## src/rtl/piradip_axil_pkg.sv

```systemverilog
// piradip_axil_pkg: shared AXI-Lite response codes, register-file FSM states
// and the byte-strobe merge used on register writes.
package piradip_axil_pkg;

    localparam logic [1:0] RESP_OKAY   = 2'b00;
    localparam logic [1:0] RESP_SLVERR = 2'b10;

    typedef enum logic [1:0] {W_IDLE, W_HAVE_ADDR, W_HAVE_DATA, W_RESP} w_state_t;
    typedef enum logic {R_IDLE, R_DATA} r_state_t;

    function automatic logic [31:0] strb_merge(input logic [31:0] old_val, input logic [31:0] new_val,
                                               input logic [3:0] strb);
        logic [31:0] r;
        for (int k = 0; k < 4; k++) r[k*8 +: 8] = strb[k] ? new_val[k*8 +: 8] : old_val[k*8 +: 8];
        return r;
    endfunction

endpackage

```

## src/rtl/piradip_axil_regfile.sv

```systemverilog
// piradip_axil_regfile: AXI4-Lite slave exposing NREGS 32-bit read/write registers,
// with independent single-outstanding write and read channels.
module piradip_axil_regfile
    import piradip_axil_pkg::*;
#(
    parameter int ADDR_WIDTH = 8,
    parameter int DATA_WIDTH = 32,
    parameter int NREGS = 8,
    parameter logic [DATA_WIDTH-1:0] RESET_VAL = '0
) (
    input  logic                    aclk,
    input  logic                    aresetn,
    input  logic [ADDR_WIDTH-1:0]   awaddr,
    input  logic [2:0]              awprot,
    input  logic                    awvalid,
    output logic                    awready,
    input  logic [DATA_WIDTH-1:0]   wdata,
    input  logic [DATA_WIDTH/8-1:0] wstrb,
    input  logic                    wvalid,
    output logic                    wready,
    output logic [1:0]              bresp,
    output logic                    bvalid,
    input  logic                    bready,
    input  logic [ADDR_WIDTH-1:0]   araddr,
    input  logic [2:0]              arprot,
    input  logic                    arvalid,
    output logic                    arready,
    output logic [DATA_WIDTH-1:0]   rdata,
    output logic [1:0]              rresp,
    output logic                    rvalid,
    input  logic                    rready,
    output logic [NREGS*DATA_WIDTH-1:0] regs_out,
    output logic [NREGS-1:0]        wr_pulse
);

    localparam int IW = ADDR_WIDTH - 2;

    w_state_t w_state, w_next;
    r_state_t r_state, r_next;
    logic ready_en;
    logic [IW-1:0] aw_idx_q, wr_idx, rd_idx;
    logic [DATA_WIDTH-1:0] wdata_q, wr_data, rd_val;
    logic [DATA_WIDTH/8-1:0] wstrb_q, wr_strb;
    logic [DATA_WIDTH-1:0] regs [NREGS];
    logic aw_hs, w_hs, ar_hs, wr_commit, wr_ok;
    logic unused_ok;

    assign unused_ok = ^{awprot, arprot, awaddr[1:0], araddr[1:0]};
    assign aw_hs = awvalid && awready;
    assign w_hs = wvalid && wready;
    assign ar_hs = arvalid && arready;
    // The completing handshake's payload is used directly; the earlier one comes from the latch.
    assign wr_idx = aw_hs ? awaddr[ADDR_WIDTH-1:2] : aw_idx_q;
    assign wr_data = w_hs ? wdata : wdata_q;
    assign wr_strb = w_hs ? wstrb : wstrb_q;
    assign wr_ok = 32'(wr_idx) < NREGS;
    assign rd_idx = araddr[ADDR_WIDTH-1:2];
    assign wr_commit = (w_next == W_RESP) && (w_state != W_RESP);

    always_ff @(posedge aclk or negedge aresetn) begin
        if (!aresetn) begin
            w_state <= W_IDLE;
            r_state <= R_IDLE;
            ready_en <= 1'b0;
        end else begin
            w_state <= w_next;
            r_state <= r_next;
            ready_en <= 1'b1;
        end
    end

    always_comb begin
        w_next = w_state;
        case (w_state)
            W_IDLE:      w_next = (aw_hs && w_hs) ? W_RESP : aw_hs ? W_HAVE_ADDR : w_hs ? W_HAVE_DATA : W_IDLE;
            W_HAVE_ADDR: w_next = w_hs ? W_RESP : W_HAVE_ADDR;
            W_HAVE_DATA: w_next = aw_hs ? W_RESP : W_HAVE_DATA;
            default:     w_next = bready ? W_IDLE : W_RESP;
        endcase
        r_next = ar_hs ? R_DATA : (r_state == R_DATA && rready) ? R_IDLE : r_state;
    end

    // Readies depend only on registered state, held low until the first edge after reset.
    always_comb begin
        awready = ready_en && (w_state == W_IDLE || w_state == W_HAVE_DATA);
        wready = ready_en && (w_state == W_IDLE || w_state == W_HAVE_ADDR);
        bvalid = w_state == W_RESP;
        arready = ready_en && r_state == R_IDLE;
        rvalid = r_state == R_DATA;
    end

    always_comb begin
        rd_val = '0;
        for (int i = 0; i < NREGS; i++) if (32'(rd_idx) == i) rd_val = regs[i];
    end

    always_ff @(posedge aclk or negedge aresetn) begin
        if (!aresetn) begin
            aw_idx_q <= '0;
            wdata_q <= '0;
            wstrb_q <= '0;
            bresp <= RESP_OKAY;
            rresp <= RESP_OKAY;
            rdata <= '0;
            wr_pulse <= '0;
            for (int i = 0; i < NREGS; i++) regs[i] <= RESET_VAL;
        end else begin
            if (aw_hs) aw_idx_q <= awaddr[ADDR_WIDTH-1:2];
            if (w_hs) begin
                wdata_q <= wdata;
                wstrb_q <= wstrb;
            end
            wr_pulse <= '0;
            if (wr_commit) begin
                bresp <= wr_ok ? RESP_OKAY : RESP_SLVERR;
                for (int i = 0; i < NREGS; i++) begin
                    if (32'(wr_idx) == i) begin
                        regs[i] <= strb_merge(regs[i], wr_data, wr_strb);
                        wr_pulse[i] <= 1'b1;
                    end
                end
            end
            if (ar_hs) begin
                rdata <= rd_val;
                rresp <= (32'(rd_idx) < NREGS) ? RESP_OKAY : RESP_SLVERR;
            end
        end
    end

    for (genvar i = 0; i < NREGS; i++) begin : g_out
        assign regs_out[i*DATA_WIDTH +: DATA_WIDTH] = regs[i];
    end

endmodule
```

## config.mk

```make
export PLATFORM = sky130hd
export DESIGN_NAME = piradip_axil_regfile
export DESIGN_NICKNAME = d
export VERILOG_FILES = /design/src/rtl/piradip_axil_pkg.sv /design/src/rtl/piradip_axil_regfile.sv
export SDC_FILE = /design/constraint.sdc
export NUM_CORES = 1
export LEC_CHECK = 0
export ABC_AREA = 1
export ABC_CLOCK_PERIOD_IN_PS = 4300
export CAP_MARGIN = 20
export CORE_MARGIN = 1
export CORE_UTILIZATION = 54
export DETAILED_ROUTE_END_ITERATION = 10
export PLACE_DENSITY = 0.82
export SYNTH_ARGS = -nofsm -noshare
export SYNTH_HDL_FRONTEND = slang
export SYNTH_SLANG_ARGS = --single-unit
```

## constraint.sdc

```tcl
create_clock -name aclk -period 4.3 [get_ports aclk]
set_input_delay 0.645 -clock aclk [delete_from_list [all_inputs] [get_ports aclk]]
set_output_delay 0.645 -clock aclk [all_outputs]
set_load 0.02 [all_outputs]
```

Word level (Yosys, flattened, before mapping)
Cells that the tools add are included.
{ "op_classes": {"n_bitwise": 1, "muxes": 31, "reduce_logical": 47, "n_eq_ne": 19, "magnitude_cmp": 2} }
{ "op_table": {"columns": ["op", "count"], "rows": [
  ["32-bit two-way mux", 9],
  ["3-bit AND reduction", 32],
  ["6-bit by 3-bit == test with 1-bit output (second input constant)", 8],
  ["6-bit by 2-bit == test with 1-bit output (second input constant)", 4],
  ["2-bit two-way mux", 7],
  ["6-bit by 1-bit == test with 1-bit output (second input constant)", 2],
  ["6-bit logical NOT", 2],
  ["6-bit by 4-bit < comparator with 1-bit output (second input constant)", 2],
  ["1-bit two-way mux", 11],
  ["1-bit logical AND", 9],
  ["8-bit two-way mux", 1],
  ["2-bit == test (second input constant)", 3],
  ["6-bit two-way mux", 1],
  ["2-bit case mux with 3 select lines", 1],
  ["4-bit two-way mux", 1],
  ["2-bit by 1-bit == test with 1-bit output (second input constant)", 1],
  ["2-bit logical NOT", 1],
  ["1-bit logical OR", 2],
  ["2-bit inequality test (second input constant)", 1],
  ["2-bit nonzero test", 1],
  ["1-bit NOT", 1]
]} }
{ "word_totals": {"in_bits": 65, "regBits": 346, "out_inout_bits": 305, "elab_cells": 142} }

Depth between registers and ports, before layout
{ "logic_depth": {"depth_word": 11, "depth_mapped": 12, "ltp_nobuf": 11} }

Least setup slack after synthesis
OpenSTA, ideal clock, no wires.
{ "synth_path": {"path_kind": "input to register", "from": "in araddr[3]", "to": "reg rdata[11]", "slack_ns": 2.281, "stages": 11, "arrival_ns": 1.954, "setup_ns": 0.066, "path_buffers": 2, "required_ns": 4.234, "cell_sequence": "clkbuf_1 -> nor2_2 -> nand2_1 -> nor2_1 -> clkbuf_1 -> nand2_1 -> nand3_1 -> nor2_1 -> nand4_1 -> nand2_1 -> nand2_1"} }
{ "synth_via": {"elab_chain_len": 9, "word_cells_on_any_way": 16, "classes_between": "7 x eq/ne; 8 x mux; 1 x reduce/logical"} }
{ "synth_rtl": {"columns": ["element", "line", "rtl"], "rows": [
  ["start: declaration", "piradip_axil_regfile.sv:24", "input logic [ADDR_WIDTH-1:0] araddr,"],
  ["6-bit logical NOT", "piradip_axil_regfile.sv:94", "for (int i = 0; i < NREGS; i++) if (32'(rd_idx) == i) rd_val = regs[i];"],
  ["32-bit two-way mux (7 in series)", "piradip_axil_regfile.sv:94", null],
  ["32-bit two-way mux (*)", "piradip_axil_regfile.sv:94", null],
  ["end signal: assignment", "piradip_axil_regfile.sv:124", "rdata <= rd_val;"],
  ["end: declaration", "piradip_axil_regfile.sv:28", "output logic [DATA_WIDTH-1:0] rdata,"]
]} }
Every way passes the cells marked *; elsewhere a longest branch is shown, timed or not.
A chain may end at the register's enable or synchronous reset.

Worst setup path after layout
{ "layout_path": {"from": "in awvalid", "to": "reg regs, in the netlist regs_out[132]"} }
{ "layout_via": {"word_cells_on_any_way": 11, "classes_between": "2 x eq/ne; 5 x mux; 4 x reduce/logical"} }
{ "layout_rtl": {"columns": ["element", "line", "rtl"], "rows": [
  ["start: declaration", "piradip_axil_regfile.sv:15", "input logic awvalid,"],
  ["1-bit logical AND", "piradip_axil_regfile.sv:49", "assign aw_hs = awvalid && awready;"],
  ["6-bit two-way mux", null, null],
  ["via wr_idx[5]", "piradip_axil_regfile.sv:41", "logic [IW-1:0] aw_idx_q, wr_idx, rd_idx;"],
  ["6-bit by 3-bit == test with 1-bit output", "piradip_axil_regfile.sv:117", "if (32'(wr_idx) == i) begin"],
  ["3-bit AND reduction (no line)", null, null],
  ["end signal: indexed assignment", "piradip_axil_regfile.sv:118", "regs[i] <= strb_merge(regs[i], wr_data, wr_strb);"],
  ["end: declaration", "piradip_axil_regfile.sv:44", "logic [DATA_WIDTH-1:0] regs [NREGS];"]
]} }
The timed path passes the listed nets, and every way through them passes these cells.

==> impl_results.md <==
- Setup Buffers After CTS: 0
- GP Congestion: between 0.9 and 1
- Reg2Reg Launch Point: w_state[0]
- CTS H-tree lvls: 2
- First-pass GRT wire length: approximately 86 mm
- WS Path Type: primary input to flop
- Global route overflow: 0
- Clk_lat worst skew: just over 0.5 ns
- PnR Total Power: between 10 and 15 mW
- Tightest Pin Transition: 1.10 ns
- Pin count of the biggest net entering global routing: 133
- Initial core utilization: 0.552
- Clk sink count: 344
- CP max stage cell: clkdlybuf4s50_1
- Worst setup EP type: flop
- Register area share after synthesis: 0.540
- CP peak stage delay: ~0.6 ns
- Final Max Slew Viols: 0
- RSZ-0062 raised after global routing: no
- Num ports: between 300 and 400
- Initial antenna violation count: 0
- CTS Hold Bufs: 0
- Slew headroom: 0.262
- DP Cell Count: 2655
- Initial DRT Pass Iterations: 8
- Synthesized area per cell: slightly above 8 um^2
- Synthesized cell area: around 16000 um^2
- Vias in the first global route: ~15000
- Simple-gate area share of the yosys netlist: 0.288
- Multi-input logic area: roughly 6300 um^2
- Power Dens Cells: around 630 nW/um^2
- Root Buffer: clkbuf_16
- Critical Path RT: ~4.8 ns
- Area occupied by registers: roughly 8600 um^2
- Layout cell share with drive strength beyond 1: 0.0699
- Switching fraction of total power: 0.400
- Total CTS buffers: 36
- Reported net switching power: 5.32 mW
- Multiplexer area fraction after synthesis: 0
- Gate power share: 0.390
- Vias/cell: ~5.8
- Critical Path Start: awvalid
- Worst Path Arrival: about 3.6 ns
- Area of the die: slightly above 30000 um^2
- Routed Antenna Nets: 0
- Global-route usage over all layers: 0.369
- Synth Area in Adders: 0
- ANT cells: 0
- DP HPWL: between 30 and 40 mm
- Post-synthesis compound-gate area fraction: 0.104
- Largest family of logic cells by synthesized area: simple AND/OR/NAND/NOR gates
- Fmax: 0.316 GHz
- Final hold vios: 0
- Setup crit start kind: primary input
- Yosys reg bits: between 300 and 400
- Outcome: complete, no violations
- Via count: approximately 16000
- Total Wirelength: between 50 and 60 mm
- Critical path, cell by cell: clkdlybuf4s50_1 -> nand3b_4 -> nand2_1 -> nand2_1 -> nor2_1 -> buf_4 -> nand2_2 -> nor2_2 -> nand2_1 -> nand2_1
- Period utilization: 0.736
- Finished Layout Cells: 2715
- Top cell by count, worst path: nand2_1
- Core box area: a little under 30000 um^2
- Fin crit period: approximately 3.2 ns
- Filler cell count: around 2200
- Hold Crit Class: primary input to asynchronous set/reset pin
- Leak: 10.6 nW
- DIE WIDTH: about 170 um
- Starting DRT DRC Count: ~1700
- Clk pwr share: 0.235
- Cells resized by post-CTS repair: 0
- CP Max Fanout: 36
- I/O Buffers: 357
- Die height: approximately 170 um
- Layout Area Growth over Synthesis: 32.1%
- Worst-case clock buffer depth: 3
- TNS Setup: 0 ns
- Final hold slack: 0.249 ns
- DR WL/cell: between 20 and 25 um
- Seq pwr share: 0.375
- Synth warn: 0
- Final setup violation count: 0
- Nets@finish: approximately 2400
- Max-cap viol count: 0
- Core Rows: 62
- VDD IR max: just under 0.5 mV
- Xor/xnor cell area share of the yosys netlist: 0
- TritonCTS clock tree: built
- DR DRC count: 0
- Synth Instances: approximately 2000
- Clock slew at reported path FFs: approximately 0.060 ns
- Internal power: about 8.0 mW
- Worst Clk Skew: around 0.01 ns
- Post-synth cell types: 29
[worst max-delay path: cells and delay by family]
| kind | cells | cell delay (ns) |
|---|---|---|
| AND/OR/NAND/NOR | 8 | 2.11 |
| buffers and inverters | 2 | 0.86 |
[through the flow]
stage	setup slack [ns]	util	area, um^2
after floorplan	2.28	-	15900
after global placement	0.789	0.689	19900
after global routing	0.896	0.729	21000
after CTS	1.20	0.729	21000
final	1.13	0.729	21000
after detailed placement	0.724	0.689	19900
[power groups by stage]
stage               Sequential [mW]  Combinational, mW  Clock (mW)
floorplan                      5.75               1.76           0
global placement               4.97               4.99           0
detailed placement             5.00               5.12           0
CTS                            4.96               5.15        3.14
global route                   5.07               5.53        3.26
finish                         4.98               5.18        3.12
[path summary, 6_finish.rpt]
kind / end / slack (ns) / cells past startpoint
max in group asynchronous: regs_out[95] / 3.05 / 2
min: regs_out[196] / 0.25 / 1
max: regs_out[132] / 1.13 / 10
min in group aclk: rdata[4] / 0.48 / 2
max reg2reg: regs_out[132] / 1.40 / 9
min reg2reg: rdata[4] / 0.48 / 2
[sequential cells by signal, indices dropped and copies added, names as in the netlist]
register	flops
wstrb_q	4
bresp	1
rvalid	1
aw_idx_q	6
ready_en	1
regs_out	256
rdata	32
wr_pulse	8
rresp	1
wdata_q	32
w_state	2
[layout by cell type (no fill, tap or decap), drive strengths merged]
| cell | n |
|---|---|
| nand2 | 735 |
| clkdlybuf4s50 | 356 |
| dfrtp | 344 |
| o21ai | 298 |
| inv | 159 |
| nor2 | 144 |
| nand4 | 83 |
| nand3 | 77 |
| clkbuf | 51 |
| buf | 33 |
| o21a | 23 |
| or2 | 9 |
| clkinv | 6 |
| nor3 | 4 |
| conb | 3 |
| bufinv | 3 |
| nand3b | 1 |
| nor4 | 1 |
| clkinvlp | 1 |
[layer usage]
metal  routed length, um  vias up  track usage
met3                5920      206       0.0728
met5                   0        -            0
met2               25900     1038        0.597
met4                3110        0        0.197
met1               20700     7452        0.469
li1                    -     7018            -
[cell families (layout without fill, tap and decap cells)]
| family | Yosys count | in the layout |
|---|---|---|
| simple gates | 1054 | 1054 |
| flops | 344 | 344 |
| compound gates | 321 | 321 |
| buf+inv | 259 | 609 |
| other cells | 2 | 3 |
[cells in the mapped netlist]
cell type | instances | area [um^2]
buf_2 | 20 | 100
nand2_2 | 7 | 43.8
nor2_8 | 4 | 80.1
inv_2 | 8 | 30.0
nor3_1 | 4 | 20.0
nand2_1 | 726 | 2730
nor2_2 | 21 | 131
nand3b_4 | 1 | 20.0
o21ai_1 | 132 | 661
nand3_1 | 72 | 360
nand2_4 | 2 | 22.5
conb_1 | 2 | 7.51
nor4_1 | 1 | 6.26
nand4_1 | 83 | 519
o21ai_0 | 166 | 831
buf_6 | 7 | 78.8
o21a_1 | 23 | 173
inv_1 | 151 | 567
clkinv_1 | 1 | 3.75
nor2_4 | 12 | 135
or2_2 | 9 | 56.3
clkbuf_2 | 3 | 15.0
dfrtp_1 | 344 | 8610
clkbuf_1 | 60 | 225
buf_1 | 5 | 18.8
nand3_4 | 1 | 17.5
buf_4 | 4 | 30.0
nand3_2 | 4 | 40.0
nor2_1 | 107 | 402
[area by class of cell]
type,count,area share
Clock buffer,51,0.0494
Clock inverter,9,0.00583
Inverter,160,0.0286
Multi-Input combinational cell,1378,0.300
Sequential cell,344,0.409
Tap cell,384,0.0228
Timing Repair Buffer,389,0.185
No activity file was read; power rests on OpenSTA's default activity.
==> patch (same flow settings) <==
Encoding of `w_state_t`: now Gray code (2 bits for 4 states).
--- a/src/rtl/piradip_axil_pkg.sv
+++ b/src/rtl/piradip_axil_pkg.sv
@@ -5,7 +5,7 @@
     localparam logic [1:0] RESP_OKAY   = 2'b00;
     localparam logic [1:0] RESP_SLVERR = 2'b10;
 
-    typedef enum logic [1:0] {W_IDLE, W_HAVE_ADDR, W_HAVE_DATA, W_RESP} w_state_t;
+    typedef enum logic [1:0] {W_IDLE = 2'b00, W_HAVE_ADDR = 2'b01, W_HAVE_DATA = 2'b11, W_RESP = 2'b10} w_state_t;
     typedef enum logic {R_IDLE, R_DATA} r_state_t;
 
     function automatic logic [31:0] strb_merge(input logic [31:0] old_val, input logic [31:0] new_val,
Behaviour: same outputs for any inputs over 4 cycles, from zero or initial values and one cycle with aresetn low; so few cycles prove little.
==> patch against the unedited design <==
- area after synthesis up 1.0%
- sequential cell count unchanged
- count of clock-buffer cells in the layout down 1
- routed wire length rose by 3.5%
- worst hold slack worse by 24 ps
- final area increased by 0.80%
- worst setup slack gained 210 ps
Power is not compared: it rests on default switching activity, and its combinational part moved more than twofold at a synthesized area within 25%.
==> patch: results (changes against the unedited design) <==
placed instance count - 2632 (-0.87%)
sequential area share after synthesis - 53.51% (-0.54 points)
Cells after Synth - 1942 (-1.9%)
Cell variety after synth - 31 (+6.9%)
global-route track usage on met3 - 8.747% (+1.5 points)
clk_skew - 14.41 ps (+4.291 ps)
DP Wirelength - 38970 um (+4.5%)
Post-Synth Adder-Cell Area - 0.3111% (+0.31 points)
worst reg2reg path endpoint - regs_out[140]
fin nets - 2356 (-0.76%)
initial antenna violation count - 1 (+1)
GRT Total Usage - 37.98% (+1.1 points)
max incr delay on CP - 670 ps (+70 ps)
GR Util met1 - 49.88% (+3.0 points)
global-route wire length before repair - 88390 um (+3.2%)
vias in the first global route - 15350 (+0.77%)
status - finished clean
data arrival time of the worst path - 2310 ps (-1300 ps)
fill count - 2132 (-1.9%)
share of layout cells above drive strength 1 - 9.296% (+2.3 points)
pin count of the biggest net entering global routing - 120 (-9.8%)
compound-cell area share of the yosys netlist - 3.243% (-7.2 points)
cts bufs inserted - 37 (+2.8%)
reg-to-reg startpoint - w_state[1]
initial DRC count - 1976 (+14%)
RePlAce Congestion - 0.8905 (-1.4%)
Met1 Wirelength - 21330 um (+3.1%)
multiplexer share of the synthesized area - 2.240% (+2.2 points)
pre-CTS setup slack - 1198 ps (+473.4 ps)
Routed met2 length - 26910 um (+4.0%)
patch: final cells by class:
cell class,instances,area [um^2],share of cell area (%)
antenna,1,2.502,0.01180
clock buffer,50,1035,4.880
clock inverter,4,45.04,0.2124
inverter,106,397.9,1.876
multi-input combinational,1419,6819,32.16
sequential,344,8608,40.60
tap,384,480.5,2.266
timing repair buffer,379,3816,18.00
patch: worst max-delay path by stage:
stage / startpoint / to / slack, ps
final: w_state[1] / awready / 1340
after global routing: w_state[1] / regs_out[239] / 1280
after CTS: w_state[1] / awready / 1350
after detailed placement: wvalid / regs_out[247] / 1200
after global placement: wvalid / regs_out[244] / 1270
after floorplan: w_state[1] / regs_out[160] / 2110
patch: critical path: cells and delay by family (launching register included):
family                   cells  cell delay [ps]
adder cells (fa/ha/maj)      1              290
buffers and inverters        2              840
AND/OR/NAND/NOR              1              270
flip-flops                   1              400
